### config.mk
export PLATFORM = sky130hd
export DESIGN_NAME = apb_reg_responder
export DESIGN_NICKNAME = d
export VERILOG_FILES = /design/src/rtl/apb_reg_responder_pkg.sv /design/src/rtl/apb_reg_responder_wait_ctr.sv /design/src/rtl/apb_reg_responder.sv
export SDC_FILE = /design/constraint.sdc
export NUM_CORES = 1
export LEC_CHECK = 0
export ABC_AREA = 1
export BUFFER_PORTS_ARGS = -buffer_cell sky130_fd_sc_hd__buf_2
export CORE_UTILIZATION = 30
export DETAILED_ROUTE_END_ITERATION = 12
export PLACE_DENSITY = 0.61
export SETUP_SLACK_MARGIN = 0.05
export SYNTH_ARGS = -nofsm -noshare
export SYNTH_HDL_FRONTEND = slang
export SYNTH_SLANG_ARGS = --single-unit
export TNS_END_PERCENT = 30
### constraint.sdc
create_clock -name PCLK -period 2.99 [get_ports PCLK]
set_input_delay 0.598 -clock PCLK [delete_from_list [all_inputs] [get_ports PCLK]]
set_output_delay 0.598 -clock PCLK [all_outputs]
set_load 0.05 [all_outputs]
### src/rtl/apb_reg_responder_pkg.sv
// Shared APB bus widths, FSM state type and register-index helper.
package apb_reg_responder_pkg;

    localparam int APB_ADDR_W = 32;
    localparam int APB_DATA_W = 32;
    localparam int APB_SEL_W  = 16;

    typedef enum logic {
        APB_IDLE,
        APB_ACCESS
    } apb_state_e;

    function automatic int idx_w(input int n);
        return $clog2(n);
    endfunction

endpackage

### src/rtl/apb_reg_responder_wait_ctr.sv
// Loadable wait-state down-counter; zero drives PREADY, fire flags the edge raising it.
module apb_reg_responder_wait_ctr #(
    parameter int W = 4
) (
    input  logic         clk,
    input  logic         rst,
    input  logic         load,
    input  logic [W-1:0] load_val,
    input  logic         dec,
    input  logic         clr,
    output logic         zero,
    output logic         fire
);

    logic [W-1:0] cnt;

    assign fire = load ? (load_val == '0) : (dec && cnt == W'(1));

    always_ff @(posedge clk) begin
        if (rst || clr) begin
            cnt  <= '0;
            zero <= 1'b0;
        end else if (load) begin
            cnt  <= load_val;
            zero <= (load_val == '0);
        end else if (dec && cnt != '0) begin
            cnt  <= cnt - W'(1);
            zero <= (cnt == W'(1));
        end
    end

endmodule

### src/rtl/apb_reg_responder.sv
// APB3 register completer: RW register bank plus one read-only status word,
// with programmable wait states, decode errors and protocol-violation flags.
module apb_reg_responder
    import apb_reg_responder_pkg::*;
#(
    parameter int          SLV_IDX     = 0,
    parameter int          NUM_REGS    = 8,
    parameter int          WAIT_CYCLES = 1,
    parameter int          ADDR_LSB    = 2,
    parameter logic [31:0] RESET_VAL   = 32'h0
) (
    input  logic                     PCLK,
    input  logic                     PRESET,
    input  logic [APB_ADDR_W-1:0]    PADDR,
    input  logic [APB_SEL_W-1:0]     PSEL,
    input  logic                     PENABLE,
    input  logic                     PWRITE,
    input  logic [APB_DATA_W-1:0]    PWDATA,
    output logic [APB_DATA_W-1:0]    PRDATA,
    output logic                     PREADY,
    input  logic [APB_DATA_W-1:0]    status_in,
    output logic [NUM_REGS*32-1:0]   regs_out,
    output logic [NUM_REGS-1:0]      wr_pulse,
    output logic                     dec_err,
    output logic                     prot_err
);

    localparam int IW   = idx_w(NUM_REGS);
    localparam int LAST = NUM_REGS - 1;
    localparam logic [APB_ADDR_W-1:0] ONE  = APB_ADDR_W'(1);
    localparam logic [APB_ADDR_W-1:0] LO_M = (ONE << ADDR_LSB) - ONE;
    localparam logic [APB_ADDR_W-1:0] HI_M = ~((ONE << (ADDR_LSB + IW)) - ONE);

    apb_state_e state_q, state_d;

    logic [APB_ADDR_W-1:0] addr_q;
    logic                  wr_q;
    logic [APB_DATA_W-1:0] wdata_q;
    logic [APB_DATA_W-1:0] regs [NUM_REGS-1];

    logic                  sel;
    logic                  setup, complete, abort, step, viol;
    logic                  fire;
    logic [APB_ADDR_W-1:0] addr_use;
    logic                  wr_use;
    logic [IW-1:0]         idx;
    logic                  legal, is_stat;
    logic [APB_DATA_W-1:0] rd_val;
    logic                  unused_psel;

    assign sel         = PSEL[SLV_IDX];
    assign unused_psel = ^PSEL;

    // Setup-edge decode sees the live bus; later edges use the captured copy.
    assign addr_use = (state_q == APB_IDLE) ? PADDR  : addr_q;
    assign wr_use   = (state_q == APB_IDLE) ? PWRITE : wr_q;
    assign idx      = addr_use[ADDR_LSB +: IW];
    assign legal    = ((addr_use & LO_M) == '0) && ((addr_use & HI_M) == '0);
    assign is_stat  = (idx == IW'(LAST));

    always_comb begin
        rd_val = '0;
        if (legal) rd_val = is_stat ? status_in : regs[idx];
    end

    always_comb begin
        state_d  = state_q;
        setup    = 1'b0;
        complete = 1'b0;
        abort    = 1'b0;
        step     = 1'b0;
        viol     = 1'b0;
        unique case (state_q)
            APB_IDLE: begin
                if (sel && !PENABLE) begin
                    setup   = 1'b1;
                    state_d = APB_ACCESS;
                end else if (sel && PENABLE) begin
                    viol = 1'b1;
                end
            end
            APB_ACCESS: begin
                if (!sel) begin
                    abort   = 1'b1;
                    viol    = 1'b1;
                    state_d = APB_IDLE;
                end else begin
                    if (PADDR != addr_q || PWRITE != wr_q) viol = 1'b1;
                    if (PREADY) begin
                        complete = 1'b1;
                        state_d  = APB_IDLE;
                    end else begin
                        step = 1'b1;
                    end
                end
            end
            default: state_d = APB_IDLE;
        endcase
    end

    apb_reg_responder_wait_ctr #(.W(4)) u_wait (
        .clk      (PCLK),
        .rst      (PRESET),
        .load     (setup),
        .load_val (4'(WAIT_CYCLES)),
        .dec      (step),
        .clr      (complete || abort),
        .zero     (PREADY),
        .fire     (fire)
    );

    always_ff @(posedge PCLK) begin
        if (PRESET) begin
            state_q  <= APB_IDLE;
            addr_q   <= '0;
            wr_q     <= 1'b0;
            wdata_q  <= '0;
            PRDATA   <= '0;
            wr_pulse <= '0;
            dec_err  <= 1'b0;
            prot_err <= 1'b0;
            for (int i = 0; i < NUM_REGS - 1; i++) regs[i] <= RESET_VAL;
        end else begin
            state_q  <= state_d;
            wr_pulse <= '0;
            prot_err <= viol;
            dec_err  <= complete && !legal;
            PRDATA   <= (fire && !wr_use) ? rd_val : '0;
            if (setup) begin
                addr_q  <= PADDR;
                wr_q    <= PWRITE;
                wdata_q <= PWDATA;
            end
            if (complete && wr_q && legal && !is_stat) begin
                regs[idx]     <= wdata_q;
                wr_pulse[idx] <= 1'b1;
            end
        end
    end

    for (genvar i = 0; i < NUM_REGS - 1; i++) begin : g_out
        assign regs_out[i*32 +: 32] = regs[i];
    end
    assign regs_out[LAST*32 +: 32] = '0;

endmodule

### Word level (Yosys, flattened, before mapping)

Memory sizes are Yosys's and may differ from the RTL's.
Index checks and enable logic that the tools add are counted.

| word-level totals | value |
|---|---|
| flip-flop bits (word level) | 113 |
| bits in latches | 0 |
| memory bits (writable) | 224 |
| bits in read-only memories | 0 |
| memories | 1 |

Memory list:

| memory | words | bits a word | rd ports | clocked after memory_dff | wr ports | RTL line | RTL |
|---|---|---|---|---|---|---|---|
| regs | 7 | 32 | 8 | 0 | 7 | apb_reg_responder.sv:39 | `logic [APB_DATA_W-1:0] regs [NUM_REGS-1];` |

| operators by class | value |
|---|---|
| $add $sub $neg | 1 |
| $mul | 0 |
| div/mod/pow operators | 0 |
| magnitude comparators | 2 |
| equality and inequality tests | 4 |
| shift operators | 0 |
| muxes and demuxes | 32 |
| bitwise logic cells | 4 |
| reduce and logical (&&, ||, !) cells | 26 |

Operator list:

| kind | number |
|---|---|
| $mux W32 | 3 |
| $logic_not A32 Y1 | 2 |
| $ne A32 B32 Y1 | 1 |
| $reduce_or A32 Y1 | 1 |
| $mux W1 | 25 |
| $logic_and A1 B1 Y1 | 11 |
| $eq A4 B1 Y1 const B | 1 |
| $logic_not A1 Y1 | 4 |
| $lt A3 B4 Y1 const B | 1 |
| $not A1 Y1 | 4 |
| $pmux W1 S2 | 2 |
| $reduce_bool A4 Y1 | 1 |
| $reduce_or A2 Y1 | 2 |
| $sub A4 B1 Y4 const B | 1 |
| $demux W1 S3 | 1 |
| $eq A3 B3 Y1 const B | 1 |
| $ge A3 B1 Y1 const B | 1 |
| $logic_or A1 B1 Y1 | 3 |
| $mux W3 | 1 |
| $reduce_or A3 Y1 | 1 |
| $reduce_bool A2 Y1 | 1 |
| $ne A1 B1 Y1 | 1 |

### Depth between registers and ports, before layout

| depth | value |
|---|---|
| word-level depth | 11 |
| depth in mapped cells | 13 |

### Cells and area by module

From an unflattened synthesis, not the netlist that was laid out.

| unflattened totals | value |
|---|---|
| cells, all modules | 1,657 |
| area total of the unflattened synthesis | 14,542.7 sq um |

Modules (own cells, without submodules):

| module | instances | cells an instance | area each (sq um) |
|---|---|---|---|
| apb_reg_responder | 1 | 1,603 | 14,191.1 |
| apb_reg_responder_wait_ctr | 1 | 54 | 351.6 |

### Worst setup path after synthesis

Ideal clock, no wire load.

| path | value |
|---|---|
| path type | input-to-reg |
| start | input PADDR[3] |
| end | memory regs[2][0] (enable) |
| arrival time | 2,435 ps |
| required time | 2,601 ps |
| path slack | 166 ps |
| cell stages on the path | 11 |
| cell sequence | inv_1 -> o21a_1 -> nor2_1 -> nand2_2 -> nand2_1 -> inv_2 -> nand3_4 -> nor2_4 -> nand2_2 -> buf_2 -> nand2_1 |

RTL lines:

| what | RTL line | RTL |
|---|---|---|
| start, declared | apb_reg_responder.sv:14 | `input logic [APB_ADDR_W-1:0] PADDR,` |
| end, declared | apb_reg_responder.sv:39 |  |

==> flow_metrics.env <==
export IMPL_status="finished, final reports clean"
export IMPL_setup_violations=0
export IMPL_htree_levels=2
export IMPL_core_area_um2=47600
export IMPL_die_h_um=222
export IMPL_drc=0
export IMPL_post_synth_top_count_cell="nor2_1"
export IMPL_viasPerCell=4.86
export IMPL_max_clock_freq_ghz=0.390
export IMPL_clock_sinks=337
export IMPL_num_vias=12863
export IMPL_start_util_pct=30.4
export IMPL_numCtsBuffers=39
export IMPL_critPathKind="reg2reg"
export IMPL_dp_hpwl_mm=36.1
export IMPL_fin_util_pct=38.5
export IMPL_worstPathRequired_ns=3.20
export IMPL_tritoncts="built"
export IMPL_critical_path_arrival_ns=2.78
export IMPL_tightest_slew_ns=0.593
export IMPL_grt_pass1_wl_mm=76.6
export IMPL_synth_area_top_cells="edfxtp_1, dfxtp_1, nor2_1"
export IMPL_rows=80
export IMPL_end_kind="register"
export IMPL_drt_iter0_markers=1137
export IMPL_synth_area_um2=14500
export IMPL_gp_congestion=0.864
export IMPL_dieArea_um2=49100
export IMPL_yosysTopAreaCell="edfxtp_1"
export IMPL_post_route_cells_drive_above_1_share_pct=24.4
export IMPL_synth_main_ff_cell="edfxtp_1"
export IMPL_yosysSeqAreaShare_pct=59.9
export IMPL_vdd_drop_max_mv=0.339
export IMPL_synthCells=1638
export IMPL_grt_pass1_vias=12233
export IMPL_use_met3_pct=5.90
export IMPL_finClkSkew_ns=0.0185
export IMPL_synth_edf_count=192
export IMPL_rsz0062_at_grt="false"
export IMPL_drt_total_wl_mm=53.3
export IMPL_cts_setup_buffers=0
export IMPL_synth_seq_cells=337
export IMPL_port_buffer_count=367
export IMPL_tns_ns=0
export IMPL_cts_hold_fix_buffers=0
export IMPL_worstPathMaxFanout=16
export IMPL_yosys_warnings=0
export IMPL_top_usage_layer="met2"
export IMPL_cts_buffer_depth=3
export IMPL_gr_usage_met2_pct=34.8
export IMPL_gr_usage_met1_pct=25.5
export IMPL_hp_class="in2reg"
export IMPL_period_share_pct=85.9
export IMPL_finalHoldViolations=0
export IMPL_grt_overflow=0
export IMPL_slew_viol_final=0
export IMPL_clkLatencyLatePin_ns=0.55
export IMPL_io_pins=415
export IMPL_async_flop_share_pct=0
export IMPL_die_w_um=222
export IMPL_avgSynthCellArea_um2=8.84
export IMPL_track_usage_pct=20.9
export IMPL_synth_top_area_share_pct=39.8
export IMPL_drv_cap=0
export IMPL_wl_per_cell_um=20.2
export IMPL_ctsResizeCount=0
export IMPL_yosys_top_cells_count="nor2_1, o21ai_0, edfxtp_1"
export IMPL_cts_root_buf="clkbuf_16"
export IMPL_drtPass1Iterations=5
export IMPL_p_leak_nw=7.76
export IMPL_slew_headroom_pct=60.5
export IMPL_fin_nets=2119
export IMPL_ant_nets=0
export IMPL_synth_cell_types=36
export IMPL_antenna_found_initial=7
export IMPL_areaGrowthSynthToFinish_pct=26.7
export IMPL_powerDensity_nw_per_um2=619
export IMPL_clk_pin_slew_ns=0.06
export IMPL_startpoint_type="register"
export IMPL_grt_max_degree=88
export IMPL_layout_min_cycle_time_ns=2.57
state kept, by name, indices dropped and copies added, names as in the netlist:
register and flops:
state_q 1, wr_pulse 8, addr_q 32, dec_err 1
u_wait.cnt 4, wr_q 1, PRDATA 32, wdata_q 32
regs 224, prot_err 1, u_wait.zero 1
layout by cell type (no fill, tap or decap), types with 2 or more instances in the layout:
master and n:
a21oi_1 91, a31oi_1 24, buf_12 9, buf_2 367
buf_4 41, bufinv_16 2, clkbuf_1 10, clkbuf_16 41
clkbuf_8 6, clkinv_1 6, clkinv_2 5, conb_1 33
dfxtp_1 145, edfxtp_1 192, ha_1 2, inv_1 128
nand2_1 159, nand2_2 11, nand3_1 64, nand3_2 2
nand4_1 5, nor2_1 416, nor2_4 2, nor3_1 6
o21ai_0 229, o22ai_1 6, xnor2_1 3, xor2_1 9
cell families after synthesis:
| logic type | after synthesis | synth area share (%) |
|---|---|---|
| and+or+nand+nor | 672 | 18.6 |
| AOI/OAI and AO/OA | 355 | 12.6 |
| DFF | 337 | 59.9 |
| buffers and inverters | 259 | 7.97 |
| xor gates and xnor gates | 12 | 0.726 |
| adders and majority gates | 2 | 0.173 |
| other | 1 | 0.0259 |
critical path, cell delays in order, from the launching register on:
cell and delay (ns):
dfxtp_1 0.48, buf_4 0.21, nand2_1 0.06, nor2_1 0.10
nand2_1 0.07, nor2_1 0.11, nand2_1 0.06, nand2_1 0.23
nand2_1 0.08, nor2_1 0.23, nand3_2 0.18, nand2_2 0.10
buf_4 0.30
layout make-up:
class	instances	area, um^2
diodes	1	2.50
clock buffers	57	1150
clock inverters	13	116
fillers	4819	29300
inverters	132	499
multi-input cells	1074	4810
flip-flops and latches	337	8670
well taps	615	769
repair buffers	417	2320
where the power goes:
part | leakage, nW | switching, mW | internal (mW)
Combinational | 3.97 | 1.14 | 0.335
Clock | 0.621 | 1.92 | 2.83
Sequential | 3.17 | 0.0875 | 5.04
metal layers:
layer | vias to the layer above | share of wire (%) | wire length, um
li1 | 6078 | - | -
met3 | 98 | 9.0 | 4800
met2 | 569 | 47 | 25200
met4 | 10 | 3.2 | 1730
met5 | - | 0.13 | 70
met1 | 6108 | 40 | 21500
final timing paths:
check	end	cells after the start	startpoint	slack, ns
worst max-delay path	regs[1][8]	12	state_q	0.42
worst min-delay path	PRDATA[24]	3	status_in[24]	0.33
worst max register to register	regs[1][8]	12	state_q	0.42
worst min register to register	addr_q[0]	2	addr_q[0]	0.48
metrics by stage:
| step | std cells | power (mW) | area (um^2) | hold WS, ns | setup WS (ns) |
|---|---|---|---|---|---|
| floorplan | 1670 | 6.21 | 14600 | 0.447 | 0.166 |
| global placement | 2575 | 6.69 | 17100 | 0.464 | 0.256 |
| detailed placement | 2575 | 6.70 | 17100 | 0.469 | 0.264 |
| CTS | 2645 | 11.5 | 18300 | 0.283 | 0.357 |
| global route | 2645 | 11.7 | 18300 | 0.327 | 0.218 |
| finish | 2646 | 11.4 | 18300 | 0.325 | 0.423 |
Power figures use the tool's default switching activity.
